$ cat src/rtl/wave_pkg.sv
// Shared definitions for the waveform parameter loader:
// header field codes, bit positions, FSM states and channel geometry.
package wave_pkg;

    localparam int CHAN_W   = 16;
    localparam int NUM_CHAN = 2;

    localparam int HDR_FLD_HI   = 7;
    localparam int HDR_FLD_LO   = 6;
    localparam int HDR_RSV_BIT  = 5;
    localparam int HDR_CHAN_BIT = 4;
    localparam int HDR_RSV_HI   = 3;

    typedef enum logic [1:0] {
        FLD_AMP    = 2'b00,
        FLD_OFS    = 2'b01,
        FLD_PHS    = 2'b10,
        FLD_COMMIT = 2'b11
    } fld_e;

    typedef enum logic [1:0] {
        ST_IDLE   = 2'd0,
        ST_MSB    = 2'd1,
        ST_LSB    = 2'd2,
        ST_COMMIT = 2'd3
    } state_e;

    function automatic logic hdr_rsv_bad(input logic [7:0] h);
        return h[HDR_RSV_BIT] | (|h[HDR_RSV_HI:0]);
    endfunction

endpackage

$ cat src/rtl/wave_param_loader.sv
// Byte-stream loader for two-channel waveform parameters: write frames
// fill a shadow bank, a commit frame copies it to the active outputs.
module wave_param_loader
    import wave_pkg::*;
#(
    parameter int TIMEOUT = 1024
) (
    input  logic        clk,
    input  logic        reset,
    input  logic [7:0]  in_data,
    input  logic        in_valid,
    output logic        in_ready,
    output logic [31:0] amps,
    output logic [31:0] offsets,
    output logic [31:0] phasewords,
    output logic        commit_pulse,
    output logic        frame_err
);

    localparam logic [15:0] TMO_LAST = 16'(TIMEOUT - 1);

    state_e      state_q, state_d;
    fld_e        fld_q, fld_d;
    logic        chan_q, chan_d;
    logic [7:0]  hold_q, hold_d;
    logic [15:0] tmo_q, tmo_d;
    logic [31:0] shd_amp_q, shd_amp_d;
    logic [31:0] shd_ofs_q, shd_ofs_d;
    logic [31:0] shd_phs_q, shd_phs_d;
    logic [31:0] amps_q, amps_d;
    logic [31:0] ofs_q, ofs_d;
    logic [31:0] phs_q, phs_d;
    logic        commit_q, commit_d;
    logic        err_q, err_d;
    logic        acc;
    logic [15:0] word;

    assign in_ready     = (state_q != ST_COMMIT);
    assign acc          = in_valid & in_ready;
    assign word         = {hold_q, in_data};
    assign amps         = amps_q;
    assign offsets      = ofs_q;
    assign phasewords   = phs_q;
    assign commit_pulse = commit_q;
    assign frame_err    = err_q;

    always_comb begin
        state_d   = state_q;
        fld_d     = fld_q;
        chan_d    = chan_q;
        hold_d    = hold_q;
        tmo_d     = tmo_q;
        shd_amp_d = shd_amp_q;
        shd_ofs_d = shd_ofs_q;
        shd_phs_d = shd_phs_q;
        amps_d    = amps_q;
        ofs_d     = ofs_q;
        phs_d     = phs_q;
        commit_d  = 1'b0;
        err_d     = 1'b0;
        unique case (state_q)
            ST_IDLE: begin
                tmo_d = '0;
                if (acc) begin
                    if (hdr_rsv_bad(in_data)) begin
                        err_d = 1'b1;
                    end else if (fld_e'(in_data[HDR_FLD_HI:HDR_FLD_LO]) == FLD_COMMIT) begin
                        state_d = ST_COMMIT;
                    end else begin
                        state_d = ST_MSB;
                        fld_d   = fld_e'(in_data[HDR_FLD_HI:HDR_FLD_LO]);
                        chan_d  = in_data[HDR_CHAN_BIT];
                    end
                end
            end
            ST_MSB, ST_LSB: begin
                if (acc) begin
                    tmo_d = '0;
                    if (state_q == ST_MSB) begin
                        hold_d  = in_data;
                        state_d = ST_LSB;
                    end else begin
                        state_d = ST_IDLE;
                        unique case (fld_q)
                            FLD_AMP: begin
                                if (chan_q) shd_amp_d[31:16] = word;
                                else        shd_amp_d[15:0]  = word;
                            end
                            FLD_OFS: begin
                                if (chan_q) shd_ofs_d[31:16] = word;
                                else        shd_ofs_d[15:0]  = word;
                            end
                            FLD_PHS: begin
                                if (chan_q) shd_phs_d[31:16] = word;
                                else        shd_phs_d[15:0]  = word;
                            end
                            default: ;
                        endcase
                    end
                end else if (tmo_q == TMO_LAST) begin
                    // Abort: the half-built frame is dropped, shadow untouched.
                    state_d = ST_IDLE;
                    tmo_d   = '0;
                    err_d   = 1'b1;
                end else begin
                    tmo_d = tmo_q + 16'd1;
                end
            end
            ST_COMMIT: begin
                amps_d   = shd_amp_q;
                ofs_d    = shd_ofs_q;
                phs_d    = shd_phs_q;
                commit_d = 1'b1;
                state_d  = ST_IDLE;
            end
            default: state_d = ST_IDLE;
        endcase
    end

    always_ff @(posedge clk or negedge reset) begin
        if (!reset) begin
            state_q   <= ST_IDLE;
            fld_q     <= FLD_AMP;
            chan_q    <= 1'b0;
            hold_q    <= '0;
            tmo_q     <= '0;
            shd_amp_q <= '0;
            shd_ofs_q <= '0;
            shd_phs_q <= '0;
            amps_q    <= '0;
            ofs_q     <= '0;
            phs_q     <= '0;
            commit_q  <= 1'b0;
            err_q     <= 1'b0;
        end else begin
            state_q   <= state_d;
            fld_q     <= fld_d;
            chan_q    <= chan_d;
            hold_q    <= hold_d;
            tmo_q     <= tmo_d;
            shd_amp_q <= shd_amp_d;
            shd_ofs_q <= shd_ofs_d;
            shd_phs_q <= shd_phs_d;
            amps_q    <= amps_d;
            ofs_q     <= ofs_d;
            phs_q     <= phs_d;
            commit_q  <= commit_d;
            err_q     <= err_d;
        end
    end

endmodule

$ cat config.mk
export PLATFORM = sky130hd
export DESIGN_NAME = wave_param_loader
export DESIGN_NICKNAME = d
export VERILOG_FILES = /design/src/rtl/wave_pkg.sv /design/src/rtl/wave_param_loader.sv
export SDC_FILE = /design/constraint.sdc
export NUM_CORES = 1
export LEC_CHECK = 0
export ABC_AREA = 1
export BUFFER_PORTS_ARGS = -buffer_cell sky130_fd_sc_hd__buf_2
export CAP_MARGIN = 20
export CORE_MARGIN = 1
export CORE_UTILIZATION = 35
export CTS_CLUSTER_DIAMETER = 80
export CTS_CLUSTER_SIZE = 10
export DETAILED_ROUTE_END_ITERATION = 8
export PLACE_DENSITY_LB_ADDON = 0.08
export SETUP_SLACK_MARGIN = 0.15
export SLEW_MARGIN = 30
export SYNTH_ARGS = -nofsm -noshare
export SYNTH_HDL_FRONTEND = slang
export SYNTH_SLANG_ARGS = --single-unit
$ cat constraint.sdc
create_clock -name clk -period 1.6 [get_ports clk]
set_input_delay 0.24 -clock clk [delete_from_list [all_inputs] [get_ports clk]]
set_output_delay 0.24 -clock clk [all_outputs]
set_load 0.02 [all_outputs]
==> summary.md, run 1 <==
| Metric | Value |
|---|---|
| Flops & latches, synth | 223 |
| Post-Syn Area | 8710 um^2 |
| Clk_lat worst skew | 0.53 ns |
| Synth area leaders | dfrtp_1 64%, nand2_1 19%, o21ai_1 4.8% |
| Core Rows | 57 |
| Pre-CTS WS | -0.171 ns |
| Reg2Reg Depth | 9 |
| Number of H-tree branching levels | 1 |
| Layout cell share with drive strength beyond 1 | 31.2% |
| CP Max Fanout | 4 |
| Pleak | 6.28 nW |
| Gpl congestion | 0.817 |
| Area Growth Syn to Fin | 37.5% |
| Cell Area, Placed | 9990 um^2 |
| Critical Path Start Type | flop |
| Synth top area share | 64.1% |
| DRC Markers | 0 |
| Total global routing overflow | 0 |
| First-pass GRT wire length | 36800 um |
| Maximum VDD drop | 0.814 mV |
| P per Cell Area | 1740 nW/um^2 |
| Hold depth | 7 |
| Unrepaired setup endpoints after global routing | true |
| Worst Tran Pin Value | 0.561 ns |
| Setup ws final | -0.193 ns |
| Routed vias/inst | 4.68 |
| Hold endpoint | state_q[1] |
| Crit path largest cell delay | 0.43 ns |
| Syn_nets | 965 |
| GRT Total Usage | 18.5% |
| Beginning of the critical path | state_q[0] |
| RR Startpoint | state_q[1] |
| Clk buf depth | 3 |
| Setup CP Type | reg2out |
| Max Cap Viol | 0 |
| Hold Violations, Final | 0 |
| F_max | 558 MHz |
| Crit-path cells | buf_6, ha_4, clkinv_4, buf_6, buf_6 |
| Tot Pwr | 20.9 mW |
| FF-to-FF setup slack | -0.19 ns |
| Initial Util | 35.7% |
| DRT iter0 DRCs | 355 |
| Total Routed Length | 25700 um |
| Worst hold path class | in2reg |
| TritonCTS buffer count | 26 |
| Routed via count | 6795 |
| Area leader, netlist | dfrtp_1 |
| Arr. time, crit path | 1.55 ns |
| Final clock skew | 0.0134 ns |
| Die Y-Extent | 160 um |
| Period utilization | 112% |
| Drt pass-1 iters | 4 |
| Violated checks | negative setup slack |
| Clock-pin slew on the worst setup and hold paths | 0.06 ns |
| Endpoints failing setup | 106 |
| Util after Layout | 49.1% |
| Largest net degree at the start of global routing | 71 |
| Synth Instances | 948 |
| Die area | 25500 um^2 |
| Syn. warnings | 0 |
| Worst Path Buf+Inv | 4 |
| CP dominant cell by count | buf_6 |
| Leading cell type in the layout, fill and taps excluded | nand2_1 |
| Routed Antenna Nets | 0 |
| Status | finished, violations left |
| Port bufs | 109 |
| CP delay by family, top | flip-flops |
| CP max-delay cell | dfrtp_2 |
| Antenna violations before repair | 0 |
| Final HPWL DP | 14500 um |
| Total I/O pin count | 110 |
| FF-to-FF End | shd_amp_q[9] |
| Clock Sinks | 223 |
| Number of global-route vias before repair | 6445 |
| Time the worst path needs with I/O delays and setup | 1.79 ns |
| WL per Instance | 17.7 um |
| Synthesized area per cell | 9.19 um^2 |
| Sequential-to-total area share from yosys stat | 64.1% |
| Root buffer cell | clkbuf_16 |
| Max-slew violations | 0 |
| HP Start | in_data[7] |
| Crit. End Element | primary output |
| CTS tree | yes |
| Slew HR | 62.5% |
| Final instance area | 12000 um^2 |
| WP data required | 1.36 ns |
| Die Width | 160 um |
| Core ar. | 24400 um^2 |
| Post-synth cell types | 26 |
| Most frequent cells in the layout | 381 x nand2_1, 222 x dfrtp_1, 107 x buf_2 |
| Nets | 1143 |
## area by class of cell
class / instances / area (um^2)
Antenna cell: 1 / 2.50
Clock buffer: 27 / 676
Clock inverter: 1 / 8.76
Fill cell: 2352 / 12400
Inverter: 44 / 183
Multi-Input combinational cell: 640 / 3310
Sequential cell: 223 / 5580
Tap cell: 324 / 405
Timing Repair Buffer: 190 / 1810
Timing Repair inverter: 1 / 7.51
## cell usage after synthesis
master	number
a21oi_1	2
buf_1	3
buf_2	20
buf_4	3
clkbuf_1	15
dfrtp_1	223
ha_1	6
inv_1	40
inv_2	3
inv_6	1
nand2_1	441
nand2_2	7
nand2_4	1
nand3_1	9
nand3_2	2
nand4_1	5
nor2_1	41
nor2_4	1
nor3_1	4
nor4_4	1
o21ai_0	16
o21ai_1	84
o21ai_2	12
o22ai_1	2
xnor2_1	1
xor2_1	5
## worst max-delay path by stage
stage	end	cells after the start	slack [ns]
after floorplan	shd_ofs_q[7]	9	-0.04
after global placement	shd_ofs_q[7]	8	-0.12
after detailed placement	shd_phs_q[14]	8	-0.17
after CTS	in_ready	5	-0.14
after global routing	shd_amp_q[3]	9	-0.29
final	in_ready	5	-0.19
## flip-flops by register name, summed over array words and instances, names as in the netlist
signal / cells
fld_q: 2
hold_q: 8
amps: 32
chan_q: 1
shd_ofs_q: 32
phasewords: 32
shd_amp_q: 32
tmo_q: 16
frame_err: 1
state_q: 2
offsets: 32
commit_pulse: 1
shd_phs_q: 32
## per-stage QoR
| step | hold slack (ns) | cells | setup TNS (ns) |
|---|---|---|---|
| final | 0.189 | 1451 | -11.86 |
| after floorplan | -0.0556 | 948 | -1.50 |
| after global placement | 0.208 | 1379 | -7.82 |
| after detailed placement | 0.207 | 1379 | -11.59 |
| after global routing | 0.211 | 1450 | -22.03 |
| after CTS | 0.198 | 1421 | -7.18 |
## report_power, final
group          internal, mW  switching, mW  total (mW)
clock network          2.95           2.17        5.12
logic                  3.06           4.43        7.49
registers              7.23           1.04        8.27
total                  13.2           7.64        20.9
## kinds of logic after synthesis
group	share of synthesized area, %
compound gates	7.21
buf+inv	4.14
xor+xnor	0.603
simple gates	23.1
fa+ha+maj	0.862
flops	64.1
## repair_timing
| action | in CTS | in global routing |
|---|---|---|
| gates cloned | 3 | 17 |
| resized for setup | 62 | 120 |
| endpoints found under the hold margin | 46 | 0 |
| endpoints found under the setup margin | 158 | 223 |
| pin swaps | 21 | 23 |
| buffers inserted | 10 | 12 |
| hold buffers | 1 | 0 |
## metal layers
layer  GRT usage, %  up-vias  wire [um]
met2           28.1      131      11700
met4           5.16        0        588
met5              0        -          0
met3           2.73       40       1200
li1               -     3329          -
met1           27.4     3295      12200
## worst min-delay path: stages
cell and delay [ns]:
buf_2 0.10, nand2_1 0.05, inv_1 0.06, nand2_1 0.05, o21ai_1 0.05, nand3_1 0.07, nand2_1 0.05
(Power assumes the default switching activity.)
==> inputs of run 2 (changes only) <==
Settings changed: ABC_AREA 1 to 0, PLACE_DENSITY set to 0.62, PLACE_DENSITY_LB_ADDON 0.08 to unset.
==> summary.md, run 2 <==
| Metric | Value |
|---|---|
| Status | finished, violations left |
| Violated checks | negative setup slack |
| Total global routing overflow | 0 |
| Leading cell type in the layout, fill and taps excluded | dfrtp_1 |
| Setup TNS | -79.14 ns |
| First-pass GRT wire length | 34400 um |
| Syn. warnings | 0 |
| Root buffer cell | clkbuf_16 |
| Area leader, netlist | dfrtp_1 |
| Util after Layout | 50.0% |
| Setup CP Type | reg2reg |
| GRT Total Usage | 17.2% |
| WP data required | 1.99 ns |
| Critical Path Start Type | flop |
| Clk_lat worst skew | 0.51 ns |
| Layout cell share with drive strength beyond 1 | 63.6% |
| Synth top area share | 64.1% |
| TritonCTS buffer count | 26 |
| Final Hold Slack | 0.159 ns |
| Clk buf depth | 3 |
| Post-synth cell types | 40 |
| Syn_nets | 575 |
| Crit. End Element | flop |
| Primary FF master, synth | dfrtp_1 |
| Tot Pwr | 21.7 mW |
| Die Y-Extent | 160 um |
| Unrepaired setup endpoints after global routing | true |
| Synth area leaders | dfrtp_1 64%, mux2_2 24%, mux2_4 1.7% |
| Routed via count | 5445 |
| Largest net degree at the start of global routing | 76 |
| Core Rows | 57 |
| Clock Sinks | 223 |
| WL per Instance | 20.1 um |
| CTS tree | yes |
| Most frequent cells in the layout | 221 x dfrtp_1, 129 x mux2_2, 107 x buf_2 |
| P per Cell Area | 1780 nW/um^2 |
| Top-count cell post-synth | dfrtp_1 |
| Total I/O pin count | 110 |
| Pleak | 6.10 nW |
| Routed Antenna Nets | 0 |
| Drt pass-1 iters | 4 |
| Nets | 801 |
| Post-Syn Area | 8710 um^2 |
| Worst Tran Pin Value | 0.394 ns |
| Sequential-to-total area share from yosys stat | 64.1% |
| Time the worst path needs with I/O delays and setup | 2.25 ns |
| Synth Instances | 558 |
| Port bufs | 109 |
| F_max | 445 MHz |
| Hold Violations, Final | 0 |
| Area Growth Syn to Fin | 40.0% |
| Endpoints failing setup | 200 |
| Gpl congestion | 0.774 |
| Die Width | 160 um |
| Final HPWL DP | 13100 um |
| Slew HR | 73.8% |
| Setup ws final | -0.649 ns |
| Final clock skew | 0.0125 ns |
| DRC Markers | 0 |
| Maximum VDD drop | 0.832 mV |
| Flops & latches, synth | 223 |
| DRT iter0 DRCs | 283 |
| Period utilization | 141% |
| Number of global-route vias before repair | 5896 |
| Max Cap Viol | 0 |
| Number of flops mapped to enable cells by yosys | 0 |
| Diode count | 0 |
| Synthesized area per cell | 15.6 um^2 |
| Worst hold path class | in2async |
| Initial Util | 35.7% |
| Synth cell count leaders | 223 x dfrtp_1, 184 x mux2_2, 20 x nor2_1, 18 x nand2_1, 16 x clkbuf_1 |
| Die area | 25500 um^2 |
| Arr. time, crit path | 2.64 ns |
| Fraction of registers with async set/reset | 100% |
| Max-slew violations | 0 |
| Clock-pin slew on the worst setup and hold paths | 0.06 ns |
| Total Routed Length | 22300 um |
| Routed vias/inst | 4.91 |
| Core ar. | 24400 um^2 |
| Number of H-tree branching levels | 1 |
| Antenna violations before repair | 0 |
| CP Max Fanout | 4 |
[run 2: cell types whose count changed in the layout (fill, tap and decap cells not counted), sizes merged, moves of 3 or more]
cell,change
mux2,+204
nor3b,+3
clkbuf,-8
nor2,-22
buf,+40
inv,-40
xor2,+3
nand2,-431
o21ai,-109
nor2b,+3
nand4,-4
[run 2: routing by layer]
| metal | up-vias | GRT usage, % | wire, um |
|---|---|---|---|
| met5 | - | 0 | 0 |
| li1 | 2412 | - | - |
| met3 | 41 | 2.83 | 937 |
| met2 | 148 | 29.0 | 11200 |
| met4 | 0 | 4.63 | 451 |
| met1 | 2844 | 22.9 | 9790 |
[run 2: cell families (layout without fill, tap and decap cells)]
family,count (synthesis),in the layout,synth area share (%)
AND/OR/NAND/NOR,75,75,4.71
XOR/XNOR,11,11,1.11
buffers and inverters,28,254,1.57
multiplexers,205,205,26.9
adder cells (fa/ha/maj),6,6,0.862
flip-flops,223,223,64.1
AO/OA/AOI/OAI,10,10,0.761
[run 2: through the flow]
step	instances	setup slack, ns	instance area, um^2
after floorplan	558	-0.701	8850
after global placement	1022	-0.602	10100
after detailed placement	1022	-0.686	10100
after CTS	1083	-0.576	11700
after global routing	1108	-0.692	12200
final	1108	-0.649	12200
[run 2: repair_timing]
| item | 4_1_cts | 5_1_grt |
|---|---|---|
| buffers inserted | 20 | 20 |
| gates resized for setup | 120 | 58 |
| hold buffers | 1 | 0 |
| endpoints found under the hold margin | 223 | 0 |
| gates cloned | 12 | 5 |
| endpoints found under the setup margin | 223 | 223 |
| pin swaps | 9 | 11 |
[run 2: area by class of cell]
cell class | instances | area (um^2)
inverters | 4 | 20.0
clock inverters | 1 | 8.76
multi-input cells | 307 | 3450
flip-flops and latches | 223 | 5580
repair buffers | 222 | 2050
well taps | 324 | 405
clock buffers | 27 | 676
fillers | 2044 | 12200
[run 2: path summary, 6_finish.rpt]
| kind | from | end | slack [ns] | depth (start not counted) |
|---|---|---|---|---|
| worst max-delay path | state_q[0] | chan_q | -0.65 | 13 |
| worst min-delay path | reset | offsets[11] | 0.16 | 2 |
| worst max register to register | state_q[0] | chan_q | -0.65 | 13 |
| worst min register to register | shd_amp_q[18] | amps[18] | 0.50 | 1 |
| max in group asynchronous | reset | state_q[0] | 0.77 | 3 |
| min in group clk | in_data[2] | shd_amp_q[2] | 0.19 | 3 |
[run 2: power breakdown]
| part | switching (mW) | internal, mW | leakage (nW) | total (mW) |
|---|---|---|---|---|
| Clock | 2.06 | 2.95 | 0.337 | 5.01 |
| Combinational | 3.62 | 4.59 | 2.78 | 8.21 |
| Sequential | 1.24 | 7.23 | 2.98 | 8.47 |
| Total | 6.92 | 14.8 | 6.10 | 21.7 |
[run 2: worst max-delay path, stage by stage, from the launching register on]
cell      delay (ns)
dfrtp_2         0.46
ha_4            0.19
nor2b_4         0.14
buf_4           0.13
buf_6           0.09
buf_6           0.08
buf_6           0.09
buf_6           0.08
buf_6           0.08
buf_6           0.10
nand2_1         0.06
a211oi_2        0.14
buf_4           0.17
mux2_2          0.33
==> inputs of run 3 (changes only) <==
Settings changed: PLACE_DENSITY 0.62 to 0.6.
Clock period 1.6 ns to 2.7 ns, I/O delays scaled along.
==> summary.md, run 3 (synthesis results as in run 2) <==
| Metric | Value |
|---|---|
| Status | complete, no violations |
| Largest net degree at the start of global routing | 96 |
| Area of the multi-input gates | 3010 um^2 |
| Final HPWL DP | 12300 um |
| Die Width | 160 um |
| Nets | 706 |
| WP data required | 3.10 ns |
| Routed Antenna Nets | 0 |
| TritonCTS buffer count | 26 |
| Core ar. | 24400 um^2 |
| Max Cap Viol | 0 |
| Root buffer cell | clkbuf_16 |
| Routed via count | 4897 |
| Pleak | 5.27 nW |
| Period utilization | 89.5% |
| Area Growth Syn to Fin | 20.1% |
| Maximum VDD drop | 0.426 mV |
| Time the worst path needs with I/O delays and setup | 2.42 ns |
| Metal3 WL | 1000 um |
| Util after Layout | 42.9% |
| Number of H-tree branching levels | 1 |
| Unrepaired setup endpoints after global routing | false |
| Setup CP Type | reg2reg |
| DRT iter0 DRCs | 222 |
| Diode count | 0 |
| Drt pass-1 iters | 4 |
| Die Y-Extent | 160 um |
| Crit path largest cell delay | 0.46 ns |
| WL per Instance | 18.4 um |
| CP max-delay cell | dfrtp_1 |
| Cell Area, Placed | 9700 um^2 |
| CP delay by family, top | simple AND/OR/NAND/NOR gates |
| DRT met1 WL | 8350 um |
| First-pass GRT wire length | 30300 um |
| Layout cell share with drive strength beyond 1 | 51.3% |
| Arr. time, crit path | 2.82 ns |
| Crit-path cells | inv_1, ha_1, nand2_1, or3_1, nor3_4, buf_4, mux2_2 |
| Final instance area | 10500 um^2 |
| Worst hold path class | in2reg |
| Worst Tran Pin Value | 0.786 ns |
| Most frequent cells in the layout | 223 x dfrtp_1, 184 x mux2_2, 108 x buf_2 |
| Routed vias/inst | 4.83 |
| Crit. End Element | flop |
| Fillcell total | 2194 |
| Die area | 25500 um^2 |
| Port bufs | 109 |
| Clock-pin slew on the worst setup and hold paths | 0.05 ns |
| Initial Util | 35.7% |
| Endpoints failing setup | 0 |
| Core Rows | 57 |
| CP Max Fanout | 6 |
| P per Cell Area | 1060 nW/um^2 |
| Beginning of the critical path | state_q[0] |
| Clk_lat worst skew | 0.53 ns |
| Antenna violations before repair | 0 |
| DRC Markers | 0 |
| CTS tree | yes |
| Register area | 5580 um^2 |
| GRT Total Usage | 15.0% |
| Critical Path Start Type | flop |
| Worst Path Buf+Inv | 2 |
| Met2 WL | 8810 um |
| Number of global-route vias before repair | 5300 |
| Hold Violations, Final | 0 |
| Max-slew violations | 0 |
| Top Layer Used | met4 |
| F_max | 414 MHz |
| Slew HR | 47.6% |
| HP Start | in_valid |
| Total global routing overflow | 0 |
| Setup TNS | 0 ns |
| Final clock skew | 0.0199 ns |
| Clock Sinks | 223 |
| Total Routed Length | 18700 um |
| Leading cell type in the layout, fill and taps excluded | dfrtp_1 |
| RR Startpoint | state_q[0] |
| Gpl congestion | 0.756 |
| Clk buf depth | 3 |
| Total I/O pin count | 110 |
[run 3: timing repair]
item | in CTS | in global routing
hold buffers | 1 | 0
gates resized for setup | 0 | 1
buffers inserted | 0 | 3
endpoints found under the setup margin | 0 | 20
hold endpoints to repair | 91 | 0
[run 3: final timing paths]
check                           depth (start not counted)  slack (ns)        endpoint
worst max-delay path                                    7        0.28    shd_amp_q[4]
worst min-delay path                                    4        0.32       tmo_q[10]
worst max register to register                          7        0.28    shd_amp_q[4]
worst min register to register                          1        0.48   shd_phs_q[11]
max in group asynchronous                               3        1.41   shd_ofs_q[19]
min in group asynchronous                               2        0.48  phasewords[23]
[run 3: metrics by stage]
stage               setup slack, ns  power [mW]  cells  hold WS [ns]
finish                        0.284        11.1   1014         0.320
global route                  0.158        11.7   1014         0.333
CTS                           0.244        11.2   1011         0.295
detailed placement            0.259        8.09    981         0.472
global placement              0.346        7.94    981         0.465
floorplan                     0.333        6.94    558         0.109
[run 3: worst register-to-register path, delay by kind of cell, from the launching register on]
kind	cells	cell delay, ns
mux	1	0.35
flops	1	0.46
simple gates	3	0.84
fa+ha+maj	1	0.34
buf+inv	2	0.32
[run 3: area by class of cell]
| cell class | count | share of cell area [%] |
|---|---|---|
| multi-input combinational | 307 | 28.7 |
| tap | 324 | 3.88 |
| sequential | 223 | 53.4 |
| clock inverter | 3 | 0.622 |
| inverter | 4 | 0.144 |
| timing repair buffer | 127 | 7.02 |
| clock buffer | 26 | 6.22 |
[run 3: power by group]
group,internal [mW],switching [mW]
Combinational,1.45,1.61
Sequential,4.28,0.669
Clock,1.80,1.27
Total,7.53,3.55
[run 3: layer usage]
layer	vias to the layer above	GRT usage, %
met2	112	24.2
met4	0	5.29
met3	38	3.53
li1	2212	-
met1	2535	19.9
met5	-	0
